--- config.mk ---
export PLATFORM = sky130hd
export DESIGN_NAME = ctrl_sequencer
export DESIGN_NICKNAME = d
export VERILOG_FILES = /design/src/rtl/ctrl_sequencer.sv
export SDC_FILE = /design/constraint.sdc
export NUM_CORES = 1
export LEC_CHECK = 0
export BUFFER_PORTS_ARGS = -buffer_cell sky130_fd_sc_hd__buf_2
export CAP_MARGIN = 20
export CELL_PAD_IN_SITES_DETAIL_PLACEMENT = 0
export CELL_PAD_IN_SITES_GLOBAL_PLACEMENT = 1
export CORE_MARGIN = 5
export CORE_UTILIZATION = 33
export CTS_CLUSTER_SIZE = 25
export DETAILED_ROUTE_END_ITERATION = 6
export GPL_TIMING_DRIVEN = 0
export PLACE_DENSITY = 0.93
export SYNTH_ARGS = -nofsm -noshare
export SYNTH_HDL_FRONTEND = slang
export SYNTH_SLANG_ARGS = --single-unit
--- constraint.sdc ---
create_clock -name clk_i -period 4.4 [get_ports clk_i]
set_input_delay 0.44 -clock clk_i [delete_from_list [all_inputs] [get_ports clk_i]]
set_output_delay 0.44 -clock clk_i [all_outputs]
set_load 0.1 [all_outputs]
--- src/rtl/ctrl_sequencer.sv ---
// Hardwired fetch/execute control unit driving every register-transfer strobe of the single-bus datapath.
// Optional macro SINGLE_STEP_EN adds a step input and a STEP_WAIT pause after each instruction.
module ctrl_sequencer #(
  parameter int MEM_WAIT_MAX = 15,
  parameter int NUM_REGS     = 16
) (
  input  logic                clk_i,
  input  logic                clear_ni,
  input  logic                start_i,
  input  logic                mem_ready_i,
  input  logic [31:0]         ir_i,
`ifdef SINGLE_STEP_EN
  input  logic                step_i,
`endif
  output logic                pcout_o,
  output logic                zhighout_o,
  output logic                zlowout_o,
  output logic                mdrout_o,
  output logic                marin_o,
  output logic                pcin_o,
  output logic                mdrin_o,
  output logic                irin_o,
  output logic                yin_o,
  output logic                zin_o,
  output logic                hiin_o,
  output logic                loin_o,
  output logic                incpc_o,
  output logic                read_o,
  output logic [NUM_REGS-1:0] rout_o,
  output logic [NUM_REGS-1:0] rin_o,
  output logic [4:0]          alu_op_o,
  output logic                run_o,
  output logic                instr_done_o,
  output logic                illegal_o,
  output logic                bus_err_o
);

  typedef enum logic [3:0] {
    S_IDLE, S_T0, S_T1, S_T2, S_T3, S_T4, S_T5, S_T6, S_HALT
`ifdef SINGLE_STEP_EN
    , S_STEP
`endif
  } state_e;

  localparam logic [4:0] OP_MUL  = 5'b01100;
  localparam logic [4:0] OP_DIV  = 5'b01101;
  localparam logic [4:0] OP_NOP  = 5'b11010;
  localparam logic [4:0] OP_HALT = 5'b11011;
  localparam logic [7:0] WAIT_LAST = 8'(MEM_WAIT_MAX - 1);

`ifdef SINGLE_STEP_EN
  localparam state_e S_NEXT = S_STEP;
`else
  localparam state_e S_NEXT = S_T0;
`endif

  state_e     state_q, state_d;
  logic [7:0] wait_cnt_q, wait_cnt_d;
  logic       illegal_q, illegal_d;
  logic       bus_err_q, bus_err_d;

  logic [4:0] op;
  logic [3:0] ra, rb, rc;
  logic       is_alu, is_md;
  logic       unused_ir_bits;

  assign op     = ir_i[31:27];
  assign ra     = ir_i[26:23];
  assign rb     = ir_i[22:19];
  assign rc     = ir_i[18:15];
  assign is_alu = (op <= 5'b01011);
  assign is_md  = (op == OP_MUL) || (op == OP_DIV);
  assign unused_ir_bits = ^ir_i[14:0];

  function automatic logic [NUM_REGS-1:0] reg_sel(input logic [3:0] idx);
    reg_sel = {{(NUM_REGS-1){1'b0}}, 1'b1} << idx;
  endfunction

`ifdef SINGLE_STEP_EN
  logic step_q, step_prev_q, step_rise;
  assign step_rise = step_q & ~step_prev_q;
`endif

  always_ff @(posedge clk_i or negedge clear_ni) begin
    if (!clear_ni) begin
      state_q    <= S_IDLE;
      wait_cnt_q <= '0;
      illegal_q  <= 1'b0;
      bus_err_q  <= 1'b0;
`ifdef SINGLE_STEP_EN
      step_q      <= 1'b0;
      step_prev_q <= 1'b0;
`endif
    end else begin
      state_q    <= state_d;
      wait_cnt_q <= wait_cnt_d;
      illegal_q  <= illegal_d;
      bus_err_q  <= bus_err_d;
`ifdef SINGLE_STEP_EN
      step_q      <= step_i;
      step_prev_q <= step_q;
`endif
    end
  end

  always_comb begin
    state_d    = state_q;
    wait_cnt_d = wait_cnt_q;
    illegal_d  = illegal_q;
    bus_err_d  = bus_err_q;
    case (state_q)
      S_IDLE: if (start_i) state_d = S_T0;
      S_T0: begin
        state_d    = S_T1;
        wait_cnt_d = '0;
      end
      // A ready on the cycle the limit is reached still completes the fetch.
      S_T1: begin
        if (mem_ready_i) begin
          state_d = S_T2;
        end else if (wait_cnt_q >= WAIT_LAST) begin
          state_d   = S_HALT;
          bus_err_d = 1'b1;
        end else begin
          wait_cnt_d = wait_cnt_q + 8'd1;
        end
      end
      S_T2: state_d = S_T3;
      S_T3: begin
        if (is_alu || is_md)  state_d = S_T4;
        else if (op == OP_NOP)  state_d = S_NEXT;
        else if (op == OP_HALT) state_d = S_HALT;
        else begin
          state_d   = S_HALT;
          illegal_d = 1'b1;
        end
      end
      S_T4: state_d = S_T5;
      S_T5: state_d = is_md ? S_T6 : S_NEXT;
      S_T6: state_d = S_NEXT;
      S_HALT: begin
        if (start_i) begin
          state_d   = S_T0;
          illegal_d = 1'b0;
          bus_err_d = 1'b0;
        end
      end
`ifdef SINGLE_STEP_EN
      S_STEP: if (step_rise) state_d = S_T0;
`endif
      default: state_d = S_IDLE;
    endcase
  end

  always_comb begin
    pcout_o      = 1'b0;
    zhighout_o   = 1'b0;
    zlowout_o    = 1'b0;
    mdrout_o     = 1'b0;
    marin_o      = 1'b0;
    pcin_o       = 1'b0;
    mdrin_o      = 1'b0;
    irin_o       = 1'b0;
    yin_o        = 1'b0;
    zin_o        = 1'b0;
    hiin_o       = 1'b0;
    loin_o       = 1'b0;
    incpc_o      = 1'b0;
    read_o       = 1'b0;
    rout_o       = '0;
    rin_o        = '0;
    alu_op_o     = 5'b0;
    instr_done_o = 1'b0;
    run_o        = (state_q != S_IDLE) && (state_q != S_HALT);
    illegal_o    = illegal_q;
    bus_err_o    = bus_err_q;
    case (state_q)
      S_T0: begin
        pcout_o = 1'b1;
        marin_o = 1'b1;
        incpc_o = 1'b1;
        zin_o   = 1'b1;
      end
      S_T1: begin
        zlowout_o = 1'b1;
        pcin_o    = 1'b1;
        read_o    = 1'b1;
        mdrin_o   = 1'b1;
      end
      S_T2: begin
        mdrout_o = 1'b1;
        irin_o   = 1'b1;
      end
      S_T3: begin
        if (is_alu) begin
          rout_o = reg_sel(rb);
          yin_o  = 1'b1;
        end else if (is_md) begin
          rout_o = reg_sel(ra);
          yin_o  = 1'b1;
        end else if ((op == OP_NOP) || (op == OP_HALT)) begin
          instr_done_o = 1'b1;
        end
      end
      S_T4: begin
        rout_o   = is_md ? reg_sel(rb) : reg_sel(rc);
        zin_o    = 1'b1;
        alu_op_o = op;
      end
      S_T5: begin
        zlowout_o = 1'b1;
        if (is_md) begin
          loin_o = 1'b1;
        end else begin
          rin_o        = reg_sel(ra);
          instr_done_o = 1'b1;
        end
      end
      S_T6: begin
        zhighout_o   = 1'b1;
        hiin_o       = 1'b1;
        instr_done_o = 1'b1;
      end
      default: ;
    endcase
  end

endmodule

== Yosys cells after proc, flatten, opt, wreduce, memory -nomap -nowiden ==
Index checks and enable logic that the tools add are counted.
Word-level totals
  word-level logic and storage cells: 88
  RAM bits: 0
  bits in read-only memories: 0
  bits of input ports: 36
  memories kept: 0
  output and inout bits: 55
  bits in latches: 0
  register bits after elaboration: 14
Cells by class
  shift operators: 3
  reductions and logical operators: 16
  bitwise logic cells: 0
  $mul: 0
  add/subtract/negate cells: 1
  muxes and demuxes: 40
  equality and inequality tests: 22
  divide/modulo/power cells: 0
  $lt $le $gt $ge: 2
Operators with widths (number)
  $mux W16: 5
  $shl A1 B4 Y16 const A: 3
  $pmux W16 S2: 1
  $pmux W4 S8: 1
  $mux W1: 20
  $mux W4: 5
  $eq A4 B3 Y1 const B: 4
  $mux W8: 2
  $pmux W8 S2: 1
  $ne A2 B2 Y1 const B: 7
  $eq A5 B4 Y1 const B: 2
  $eq A5 B5 Y1 const B: 2
  $add A8 B1 Y8 const B: 1
  $eq A4 B2 Y1 const B: 2
  $ge A8 B4 Y1 const B: 1
  $reduce_bool A2 Y1: 3
  $reduce_or A2 Y1: 3
  $le A5 B4 Y1 const B: 1
  $mux W5: 1
  $reduce_and A5 Y1: 1
  $eq A4 B1 Y1 const B: 1
  $eq A4 B4 Y1 const B: 1
  $logic_not A4 Y1: 1
  $ne A4 B4 Y1 const B: 1
  other kinds (11): 14

== Logic depth before layout (Yosys ltp) ==
  depth in word-level cells: 6
  depth in mapped cells: 7

== Least setup slack after synthesis ==
OpenSTA, ideal clock, no wires.
  path type: register to output
  from: register state_q[0]
  to: output mdrout_o
  data arrival time: 3.362 ns
  data required time: 3.960 ns
  buffers on the path: 2
  cell stages (with the launch flop): 5
  path slack: 0.598 ns
  path through: dfrtp_1 -> buf_2 -> nand2_1 -> nor3_1 -> buf_4
Between the ends
  longest elaborated chain between the ends: 2
Ends and longest elaborated chain
  start, declared: RTL line 57  | state_e state_q, state_d;
  start signal, assigned: RTL line 95  | state_q <= state_d;
  $eq A4 B2 Y1
  $mux W1
  end, declared: RTL line 18  | output logic mdrout_o,
Every way passes these cells.

== Worst setup path after layout ==
  from: register state_q[3]
  to: output rout_o[9]
Between the ends
  longest elaborated chain between the ends: 2
  elaborated cells on any way between the ends: 3
  classes of those cells: eq/ne (2); mux (1)
Ends and longest elaborated chain
  $eq A4 B3 Y1: RTL line 177  | case (state_q)
  $pmux W16 S2 *: RTL line 177
  end, declared: RTL line 29  | output logic [NUM_REGS-1:0] rout_o,
Mark *: on every way between the ends. The rest lies on a longest branch, timed or not.

==> metrics.md <==
| Metric | Value |
|---|---|
| Status | `finished, final reports clean` |
| WL per Instance | `15.64 um` |
| Data arrival, critical path | `2400 ps` |
| Simple-gate share of the synthesized area | `0.3965` |
| R2r worst-path depth | `5` |
| Min Clock Period, post-route | `2839 ps` |
| XOR/XNOR Fraction of Synth Area | `0` |
| CP startpoint kind | `register` |
| Sequential fraction of the synthesis area | `0.2026` |
| Avg Cell Area, Syn | `7.235 um2` |
| Fin crit share | `0.6451` |
| Ranking of synthesized cells by area | `dfrtp_1 (20%), a31oi_1 (8.0%), nor3_1 (6.7%)` |
| Minimum hold slack | `74.04 ps` |
| Grt ovf | `0` |
| Cts bufs inserted | `3` |
| ANT cells | `0` |
| DRC violations left | `0` |
| Worst R2R Start | `state_q[3]$_DFFE_PN0P_` |
| Most frequent cells in the layout | `buf_2 (77), nor2_1 (25), nor3_1 (23), a31oi_1 (22), o22ai_1 (15)` |
| Peak supply drop | `696.9 uV` |
| Largest net degree at the start of global routing | `15` |
| Post-CTS Setup Bufs | `0` |
| Clock transition at path regs | `60 ps` |
| Pins Over Slew Limit | `0` |
| Initial DRC count | `361` |
| Final-report hold violation count | `0` |
| Internal reg-to-reg setup slack | `2590 ps` |
| Leakage | `0.9877 nW` |
| Num Clock Sinks | `14` |
| Netlist cell types | `45` |
| RePlAce Congestion | `0.9436` |
| First-pass GRT wire length | `9259 um` |
| Worst-Margin Slew | `631.3 ps` |
| All-Layer GR Usage | `0.1699` |
| Final setup vio count | `0` |
| Share of layout cells above drive strength 1 | `0.3217` |
| Flops & latches, synth | `14` |
| IO Pins | `91` |
| Crit end category | `output pin` |
| Syn Nets | `277` |
| Crit Path Category | `reg -> out` |
| Total Routed Length | `6006 um` |
| Clk Tree Root Cell | `clkbuf_8` |
| Synthesized-area fraction occupied by adder cells | `0.01447` |
| Mapped Cells | `239` |
| NumNets Final | `353` |
| Resized Gates After CTS | `0` |
| Die W | `82.39 um` |
| Antenna violations before repair | `0` |
| Pwr/cell area | `577.2 nW/um2` |
| Worst Setup SP | `state_q[3]$_DFFE_PN0P_` |
| HP Class | `in -> async` |
| Area Overhead vs Synth | `28.80%` |
| Core area | `5107 um2` |
| Initial cell density of the core | `0.3386` |
| Leading area contributor after synthesis | `dfrtp_1` |
| Syn Std Cell Area | `1729 um2` |
| FMAX | `352.3 MHz` |
| Synth top area share | `0.2026` |
| Commonest non-fill, non-tap cell in the layout | `buf_2` |
| CTS tree | `done` |
| Largest family of logic cells by synthesized area | `simple AND/OR/NAND/NOR gates` |
| Num rows | `26` |
| DR vias/cell | `5.786` |
| Critical Path RT | `3960 ps` |
| DRT Pass-1 Iters | `5` |
| # H-tree levels | `1` |
| Hold_buf cts | `0` |
| Final Skew | `6.642 ps` |
| Vias | `2,222` |
| Maximum buffer depth of the clock tree | `2` |
| IO buf count | `71` |
| Slew HR | `0.5768` |
| Antenna viol nets, final | `0` |
| Post-synthesis mux area share | `0.02460` |
| Setup TNS | `0 ps` |
| Vias in the first global route | `1,919` |
| Compound-gate portion of the synthesized area | `0.2612` |
| Die Height | `82.39 um` |
| Unrepaired setup endpoints after global routing | `false` |
| Final HPWL DP | `4571 um` |
| CP max FO | `10` |
| Die area | `6787 um2` |
| Max-cap check violation count | `0` |
| Synth warn | `0` |
| Clock latency on the worst-skew pair | `250 ps` |
[per-stage QoR]
stage | total power [W] | area (um2) | utilization | instances | worst slack (ps)
detailed placement | 0.001161 | 2172 | 0.4253 | 380 | 1855
floorplan | 0.001014 | 1729 | - | 239 | 598.2
global route | 0.001349 | 2227 | 0.4361 | 384 | 1440
CTS | 0.001288 | 2227 | 0.4361 | 384 | 1608
global placement | 0.001152 | 2172 | 0.4253 | 380 | 1867
finish | 0.001285 | 2227 | 0.4361 | 384 | 1561
[layer usage]
metal / wire (um) / up-vias / GRT usage
met5: 0 / - / 0
met4: 21 / 0 / 0.03654
met3: 605 / 2 / 0.02061
met2: 2897 / 124 / 0.2676
met1: 2482 / 1035 / 0.2467
li1: - / 1061 / -
[critical path, stage by stage, from the launching register on]
cell	delay, ps
dfrtp_1	360
buf_4	170
nand2b_1	140
buf_2	180
nor3_4	250
nand2_2	160
buf_4	200
o22ai_1	220
buf_2	470
[registers in the layout (all words and copies together) (netlist names)]
| name | count |
|---|---|
| bus_err_o | 1 |
| wait_cnt_q | 8 |
| state_q | 4 |
| illegal_o | 1 |
[path summary, 6_finish.rpt]
path                                             endpoint
worst max-delay path                            rout_o[9]
worst min-delay path                bus_err_o$_DFFE_PN0P_
worst max register to register  wait_cnt_q[0]$_DFFE_PN0P_
worst min register to register  wait_cnt_q[5]$_DFFE_PN0P_
max in group asynchronous          state_q[1]$_DFFE_PN0P_
min in group clk_i                  illegal_o$_DFFE_PN0P_
[cell families (layout without fill, tap and decap cells)]
logic type / after synthesis / count (layout)
simple gates: 120 / 120
flops: 14 / 14
fa+ha+maj: 2 / 2
buf+inv: 34 / 109
mux: 4 / 4
compound gates: 65 / 65
[report_power, final]
part,internal (W),switching (W),total [W]
combinational,0.000197,0.000760,0.000957
sequential,0.000161,0.0000411,0.000202
clock,0.0000794,0.0000478,0.000127
[Yosys cell counts (all sizes together)]
| cell type | instances |
|---|---|
| nor3b | 1 |
| a41oi | 10 |
| nand3b | 1 |
| o32ai | 1 |
| or4 | 1 |
| nand3 | 3 |
| and4 | 1 |
| o311ai | 1 |
| a2111o | 2 |
| or2 | 1 |
| nor4b | 1 |
| clkbuf | 15 |
| or4b | 1 |
| a32o | 1 |
| nor2 | 25 |
| buf | 15 |
| nor4 | 14 |
| and2 | 6 |
| nor3 | 25 |
| o21ai | 2 |
| a22o | 2 |
| a31oi | 22 |
| o211ai | 1 |
| mux2 | 2 |
| nand4bb | 1 |
| nand2 | 13 |
| nand2b | 11 |
| a21oi | 5 |
| nand4 | 1 |
| and4b | 1 |
| or3b | 1 |
| o22ai | 15 |
| ha | 2 |
| mux2i | 2 |
| inv | 4 |
| dfrtp | 14 |
| a21o | 1 |
| o31ai | 2 |
| nor2b | 12 |
[area by class of cell]
type	instances	area, um2
tap	70	87.58
timing repair buffer	71	355.3
inverter	4	15.01
buffer	30	158.9
clock buffer	4	55.05
multi-input combinational	191	1205
sequential	14	350.3
fill	558	2880
(Power assumes the default switching activity.)
